**config.mk**
```make
export PLATFORM = sky130hd
export DESIGN_NAME = carrier_nco
export DESIGN_NICKNAME = d
export VERILOG_FILES = /design/src/rtl/carrier_pkg.sv /design/src/rtl/carrier_nco_qrom.sv /design/src/rtl/carrier_nco.sv
export SDC_FILE = /design/constraint.sdc
export NUM_CORES = 1
export LEC_CHECK = 0
export CAP_MARGIN = 20
export CORE_UTILIZATION = 40
export DETAILED_ROUTE_END_ITERATION = 8
export PLACE_DENSITY_LB_ADDON = 0.3
export REMOVE_ABC_BUFFERS = 1
export SYNTH_ARGS = -nofsm -noshare
export SYNTH_HDL_FRONTEND = slang
export SYNTH_SLANG_ARGS = --single-unit
```
**constraint.sdc**
```tcl
create_clock -name clk -period 3.2 [get_ports clk]
set_input_delay 0.48 -clock clk [delete_from_list [all_inputs] [get_ports clk]]
set_output_delay 0.48 -clock clk [all_outputs]
set_load 0.1 [all_outputs]
```
**src/rtl/carrier_pkg.sv**
```systemverilog
// Shared types, default constants and the ROM content generator for the carrier NCO.
// The sine table is computed from a real-valued series at elaboration time.
package carrier_pkg;

    localparam int DEF_PHASE_W = 16;
    localparam int DEF_LUT_AW  = 6;
    localparam int DEF_OUT_W   = 10;
    localparam int DEF_AMP     = 399;
    localparam int DEF_FCW_RST = 328;

    typedef logic signed [DEF_OUT_W-1:0] sample_t;
    typedef logic [DEF_PHASE_W-1:0]      phase_t;

    typedef enum logic [1:0] {
        Q0 = 2'd0,
        Q1 = 2'd1,
        Q2 = 2'd2,
        Q3 = 2'd3
    } quad_e;

    // round(amp * sin((i + 0.5) * pi / 2^(aw+1))); the argument never exceeds pi/2,
    // so a short Taylor series is far more accurate than the output LSB
    function automatic int rom_entry(input int i, input int aw, input int amp);
        real x;
        real term;
        real s;
        x    = (real'(i) + 0.5) * 3.141592653589793 / real'(32'sd1 <<< (aw + 32'sd1));
        term = x;
        s    = x;
        for (int k = 1; k < 14; k++) begin
            term = -term * x * x / real'((32'sd2 * k) * (32'sd2 * k + 32'sd1));
            s    = s + term;
        end
        return $rtoi(real'(amp) * s + 0.5);
    endfunction

endpackage

```
**src/rtl/carrier_nco_qrom.sv**
```systemverilog
// Quarter-wave sine ROM with two independent registered read ports.
// Entries are unsigned magnitudes generated at elaboration from LUT_AW and AMP.
module carrier_nco_qrom
    import carrier_pkg::*;
#(
    parameter int LUT_AW = DEF_LUT_AW,
    parameter int OUT_W  = DEF_OUT_W,
    parameter int AMP    = DEF_AMP
) (
    input  logic              clk,
    input  logic              rst,
    input  logic [LUT_AW-1:0] addr_a,
    input  logic [LUT_AW-1:0] addr_b,
    output logic [OUT_W-2:0]  data_a,
    output logic [OUT_W-2:0]  data_b
);

    localparam int DEPTH = 32'sd1 <<< LUT_AW;

    logic [OUT_W-2:0] rom_s [DEPTH];
    logic [OUT_W-2:0] data_a_r;
    logic [OUT_W-2:0] data_b_r;

    for (genvar g = 0; g < DEPTH; g++) begin : g_rom
        localparam int ROM_V = rom_entry(g, LUT_AW, AMP);
        assign rom_s[g] = ROM_V[OUT_W-2:0];
    end

    // registered read of both ports
    always_ff @(posedge clk or negedge rst) begin
        if (!rst) begin
            data_a_r <= '0;
            data_b_r <= '0;
        end else begin
            data_a_r <= rom_s[addr_a];
            data_b_r <= rom_s[addr_b];
        end
    end

    assign data_a = data_a_r;
    assign data_b = data_b_r;

endmodule

```
**src/rtl/carrier_nco.sv**
```systemverilog
// Carrier NCO: phase accumulator with run-time retune, offset and clear, followed by a
// 3-stage quarter-wave lookup producing signed sine and cosine samples.
module carrier_nco
    import carrier_pkg::*;
#(
    parameter int PHASE_W = DEF_PHASE_W,
    parameter int LUT_AW  = DEF_LUT_AW,
    parameter int OUT_W   = DEF_OUT_W,
    parameter int AMP     = DEF_AMP,
    parameter int FCW_RST = DEF_FCW_RST
) (
    input  logic               clk,
    input  logic               rst,
    input  logic               en,
    input  logic               phase_clr,
    input  logic               cfg_valid,
    output logic               cfg_ready,
    input  logic [PHASE_W-1:0] cfg_fcw,
    input  logic               cfg_sync,
    input  logic [PHASE_W-1:0] phase_off,
    output logic               out_valid,
    output logic [OUT_W-1:0]   SinWave,
    output logic [OUT_W-1:0]   CosWave
);

    logic [PHASE_W-1:0] acc_r;
    logic [PHASE_W-1:0] fcw_r;
    logic [PHASE_W-1:0] pend_fcw_r;
    logic               pend_r;
    logic               cfg_ready_r;

    logic [PHASE_W-1:0] phase_s;
    logic [PHASE_W:0]   sum_s;
    logic               wrap_s;
    logic               accept_s;
    logic [PHASE_W-1:0] fcw_nxt_s;
    logic [PHASE_W-1:0] pend_fcw_nxt_s;
    logic               pend_nxt_s;

    logic               v1_r;
    quad_e              q1_r;
    logic [LUT_AW-1:0]  idx1_r;
    logic [LUT_AW-1:0]  nidx_s;
    logic               v2_r;
    quad_e              q2_r;
    logic [OUT_W-2:0]   rom_a_s;
    logic [OUT_W-2:0]   rom_b_s;

    logic [OUT_W-1:0]   pos_a_s;
    logic [OUT_W-1:0]   pos_b_s;
    logic [OUT_W-1:0]   neg_a_s;
    logic [OUT_W-1:0]   neg_b_s;
    logic [OUT_W-1:0]   sin_s;
    logic [OUT_W-1:0]   cos_s;
    logic               out_valid_r;
    logic [OUT_W-1:0]   sin_r;
    logic [OUT_W-1:0]   cos_r;

    // sample phase, accumulator sum and wrap detection
    always_comb begin
        phase_s  = acc_r + phase_off;
        sum_s    = {1'b0, acc_r} + {1'b0, fcw_r};
        wrap_s   = sum_s[PHASE_W];
        accept_s = cfg_valid & cfg_ready_r;
    end

    // retune control: a synced word waits for the next wrap or a clear
    always_comb begin
        fcw_nxt_s      = fcw_r;
        pend_nxt_s     = pend_r;
        pend_fcw_nxt_s = pend_fcw_r;
        if (accept_s) begin
            if (!cfg_sync || phase_clr) begin
                fcw_nxt_s = cfg_fcw;
            end else begin
                pend_nxt_s     = 1'b1;
                pend_fcw_nxt_s = cfg_fcw;
            end
        end else if (pend_r && (phase_clr || (en && wrap_s))) begin
            fcw_nxt_s  = pend_fcw_r;
            pend_nxt_s = 1'b0;
        end else begin
            fcw_nxt_s  = fcw_r;
            pend_nxt_s = pend_r;
        end
    end

    // accumulator and tuning registers
    always_ff @(posedge clk or negedge rst) begin
        if (!rst) begin
            acc_r       <= '0;
            fcw_r       <= PHASE_W'(FCW_RST);
            pend_fcw_r  <= '0;
            pend_r      <= 1'b0;
            cfg_ready_r <= 1'b1;
        end else begin
            if (phase_clr) begin
                acc_r <= '0;
            end else if (en) begin
                acc_r <= sum_s[PHASE_W-1:0];
            end else begin
                acc_r <= acc_r;
            end
            fcw_r       <= fcw_nxt_s;
            pend_fcw_r  <= pend_fcw_nxt_s;
            pend_r      <= pend_nxt_s;
            cfg_ready_r <= ~pend_nxt_s;
        end
    end

    // stage 1: fold the sample phase into quadrant and table index
    always_ff @(posedge clk or negedge rst) begin
        if (!rst) begin
            v1_r   <= 1'b0;
            q1_r   <= Q0;
            idx1_r <= '0;
        end else begin
            v1_r <= en;
            if (en) begin
                q1_r   <= quad_e'(phase_s[PHASE_W-1 -: 2]);
                idx1_r <= phase_s[PHASE_W-3 -: LUT_AW];
            end
        end
    end

    assign nidx_s = ~idx1_r;

    carrier_nco_qrom #(
        .LUT_AW (LUT_AW),
        .OUT_W  (OUT_W),
        .AMP    (AMP)
    ) u_qrom (
        .clk    (clk),
        .rst    (rst),
        .addr_a (idx1_r),
        .addr_b (nidx_s),
        .data_a (rom_a_s),
        .data_b (rom_b_s)
    );

    // stage 2: carry quadrant and valid alongside the ROM read
    always_ff @(posedge clk or negedge rst) begin
        if (!rst) begin
            v2_r <= 1'b0;
            q2_r <= Q0;
        end else begin
            v2_r <= v1_r;
            q2_r <= q1_r;
        end
    end

    // stage 3 select: a = ROM[idx], b = ROM[~idx]
    always_comb begin
        pos_a_s = {1'b0, rom_a_s};
        pos_b_s = {1'b0, rom_b_s};
        neg_a_s = -pos_a_s;
        neg_b_s = -pos_b_s;
        sin_s   = pos_a_s;
        cos_s   = pos_b_s;
        case (q2_r)
            Q0: begin sin_s = pos_a_s; cos_s = pos_b_s; end
            Q1: begin sin_s = pos_b_s; cos_s = neg_a_s; end
            Q2: begin sin_s = neg_a_s; cos_s = neg_b_s; end
            Q3: begin sin_s = neg_b_s; cos_s = pos_a_s; end
            default: begin sin_s = pos_a_s; cos_s = pos_b_s; end
        endcase
    end

    // stage 3: output registers hold their value between samples
    always_ff @(posedge clk or negedge rst) begin
        if (!rst) begin
            out_valid_r <= 1'b0;
            sin_r       <= '0;
            cos_r       <= '0;
        end else begin
            out_valid_r <= v2_r;
            if (v2_r) begin
                sin_r <= sin_s;
                cos_r <= cos_s;
            end
        end
    end

    assign cfg_ready = cfg_ready_r;
    assign out_valid = out_valid_r;
    assign SinWave   = sin_r;
    assign CosWave   = cos_r;

endmodule

```
==> results.sh <==
export IMPL_cp_num_cells=9
export IMPL_area_growth_pct=14.9
export IMPL_cts_tree="built"
export IMPL_avgSynthCellArea_um2=9.40
export IMPL_routed_wl_um=16400
export IMPL_fmax_mhz=347
export IMPL_final_hold_viol_count=0
export IMPL_synth_top_area_share_pct=33.8
export IMPL_outcome="finished, final reports clean"
export IMPL_post_cts_resized=0
export IMPL_end_kind="register"
export IMPL_period_needed_ns=2.88
export IMPL_pwr_share_clk_pct=10.7
export IMPL_fin_crit_sh_pct=90.0
export IMPL_synth_seq_area_share_pct=35.2
export IMPL_grt_ovfl_total=0
export IMPL_async_reset_ff_share_pct=100
export IMPL_startpoint_type="register"
export IMPL_synthFlopType="dfrtp_1"
export IMPL_cts_buffer_depth=2
export IMPL_syn_inst=765
export IMPL_synth_edff_count=0
export IMPL_cts_max_level=3
export IMPL_grt_max_degree=60
export IMPL_yosysMostFrequentCell="dfrtp_1"
export IMPL_rr_worst_depth=9
export IMPL_crit_start="acc_r[0]"
export IMPL_fin_util_pct=47.4
export IMPL_drv_cap=0
export IMPL_p_per_area_mw_per_mm2=1200
export IMPL_ant_nets=0
export IMPL_max_stage_delay_ns=0.45
export IMPL_p_sw_share_pct=49.1
export IMPL_initialDrtViolationCount=393
export IMPL_gp_congestion=0.883
export IMPL_timing_worst_slew_pin_value_ns=0.967
export IMPL_cts_root_buf="clkbuf_16"
export IMPL_power_frac_comb_pct=64.3
export IMPL_drv_slew=0
export IMPL_skew_ns=0.0101
export IMPL_vias_per_cell=5.72
export IMPL_port_buffers=59
export IMPL_vias=5900
export IMPL_drive_gt1_share_pct=16.5
export IMPL_synth_commonest_cells="dfrtp_1, o21ai_0, nor2_1"
export IMPL_synth_xor_area_share_pct=3.04
export IMPL_muxShareOfSynthArea_pct=15.3
export IMPL_yosysWarnings=0
export IMPL_numCtsBuffers=9
export IMPL_reg2reg_to="fcw_r[11]"
export IMPL_cp_endpoint="fcw_r[11]"
export IMPL_nFillCells=1667
export IMPL_synth_seq_cells=101
export IMPL_crit_chain="ha_1, fa_1, a211oi_2, o211ai_2, a31oi_2, o2bb2ai_2, o32a_1, buf_4, mux2_2"
export IMPL_path_buf_inv=1
export IMPL_dpl_worst_slack_ns=0.328
export IMPL_dieArea_mm2=0.0185
export IMPL_wire_per_inst_um=15.9
export IMPL_cts_clk_slew_worst_paths_ns=0.07
export IMPL_cts_hold_buf=0
export IMPL_dieWidth_um=136
export IMPL_power_total_uw=9940
export IMPL_setup_ws_ns=0.321
export IMPL_reg2reg_from="acc_r[0]"
export IMPL_synth_area_mm2=0.00719
export IMPL_io_pins=60
export IMPL_path_class="reg -> reg"
export IMPL_cp_required_ns=3.43
export IMPL_start_util_pct=41.3
export IMPL_p_sw_uw=4880
export IMPL_rows=48
export IMPL_antenna_found_initial=0
export IMPL_internal_power_uw=5060
export IMPL_grtUsageTotal_pct=18.7
export IMPL_synth_distinct_cells=71
export IMPL_clock_sinks=101
export IMPL_synthTopCellsByArea="dfrtp_1, ha_1, mux2_2, o21ai_0, mux4_2"
export IMPL_antenna_cells=0
export IMPL_drt_pass1_iterations=5
export IMPL_drc_errors=0
export IMPL_critical_path_max_fanout=16
export IMPL_setup_viol=0
export IMPL_dp_hpwl_um=11900
export IMPL_power_leakage_uw=0.00349
export IMPL_cp_slowest_cell="fa_1"
export IMPL_first_global_vias=5520
export IMPL_setup_tns_ns=0
export IMPL_peakVddDrop_uv=796
export IMPL_yosys_area_share_simple_pct=12.7
export IMPL_clock_latency_ns=0.35
export IMPL_die_h_um=136
export IMPL_synth_compound_area_share_pct=21.3
export IMPL_synth_adder_area_share_pct=8.11
export IMPL_fin_nets=886
export IMPL_post_cts_buffers=0
export IMPL_cp_arrival_ns=3.11
export IMPL_core_area_mm2=0.0174
export IMPL_yosysTopAreaCell="dfrtp_1"
export IMPL_hold_path_class="in -> async"
export IMPL_grt_pass1_wl_um=27600
export IMPL_regToRegSetupSlack_ns=0.32
export IMPL_rsz0062_at_grt="no"
export IMPL_p_seq_share_pct=25.0
export IMPL_synth_top_family_by_area="compound AO/OA/AOI/OAI gates"
export IMPL_cpLargestDelayFamily="compound AO/OA/AOI/OAI gates"
export IMPL_maxSlewHeadroom_pct=35.5
## placed cells by master (no fill, tap or decap), drive strengths merged, types with 6 or more instances in the layout
cell type and n:
dfrtp 97, o21ai 68, nor2 66, nand2 60, a21oi 58, mux2 57, clkdlybuf4s50 47, ha 45
buf 30, inv 25, a211oi 19, xnor2 18, nor3 14, mux2i 13, nand3 13, mux4 13
a31oi 11, nand2b 10, a21o 10, o211ai 10, clkbuf 10, nor2b 7, xor2 7, o22ai 6
o31ai 6
## how the worst min path moves through the flow
stage / startpoint / endpoint / slack [ns] / cells past startpoint
detailed placement: v1_r / v2_r / 0.34 / 0
floorplan: rst / CosWave[0] / 0.18 / 0
global route: rst / pend_fcw_r[2] / 0.26 / 1
global placement: v1_r / v2_r / 0.33 / 0
finish: rst / idx1_r[3] / 0.20 / 1
CTS: rst / pend_fcw_r[2] / 0.23 / 1
## metrics by stage
| stage | hold slack (ns) | area [µm²] | instances |
|---|---|---|---|
| 2_1_floorplan | 0.184 | 6970 | 714 |
| 3_3_place_gp | 0.332 | 7950 | 1015 |
| 3_5_place_dp | 0.336 | 7950 | 1015 |
| 4_1_cts | 0.226 | 8240 | 1031 |
| 5_1_grt | 0.260 | 8260 | 1032 |
| 6_report | 0.196 | 8260 | 1032 |
## layout make-up
| cell class | instances | area [µm²] | share of cell area (%) |
|---|---|---|---|
| clock buffer | 10 | 229 | 2.77 |
| tap | 225 | 282 | 3.41 |
| clock inverter | 6 | 55.1 | 0.666 |
| sequential | 101 | 2530 | 30.6 |
| inverter | 23 | 86.3 | 1.04 |
| timing repair buffer | 77 | 728 | 8.81 |
| multi-input combinational | 590 | 4350 | 52.6 |
## state kept, by name (all words and copies together), names as in the netlist, 2 cells and up
register       flops
u_qrom.data_a      9
CosWave           10
SinWave           10
u_qrom.data_b      9
q2_r               2
fcw_r             16
q1_r               2
idx1_r             6
acc_r             16
pend_fcw_r        16
## cells by family (layout without fill, tap and decap cells)
family,count (synthesis),count (layout)
AO/OA/AOI/OAI,238,238
AND/OR/NAND/NOR,198,198
flip-flops,101,101
multiplexers,83,83
buffers and inverters,74,116
adder cells (fa/ha/maj),46,46
XOR/XNOR,25,25
## power by group through the flow
stage | clock network, µW | registers, µW | logic [µW]
2_1_floorplan | 0 | 3580 | 3760
3_3_place_gp | 0 | 2490 | 6290
3_5_place_dp | 0 | 2520 | 6330
4_1_cts | 1090 | 2500 | 6360
5_1_grt | 1140 | 2590 | 7000
6_report | 1060 | 2490 | 6390
## metal layers
metal | vias up | track usage [%] | routed length, µm
met1 | 2810 | 26.5 | 7890
met3 | 18 | 2.46 | 756
met5 | - | 0 | 0
li1 | 2902 | - | -
met2 | 170 | 29.6 | 7590
met4 | 0 | 5.62 | 212
Note: power is estimated with default switching activity, not from simulation.
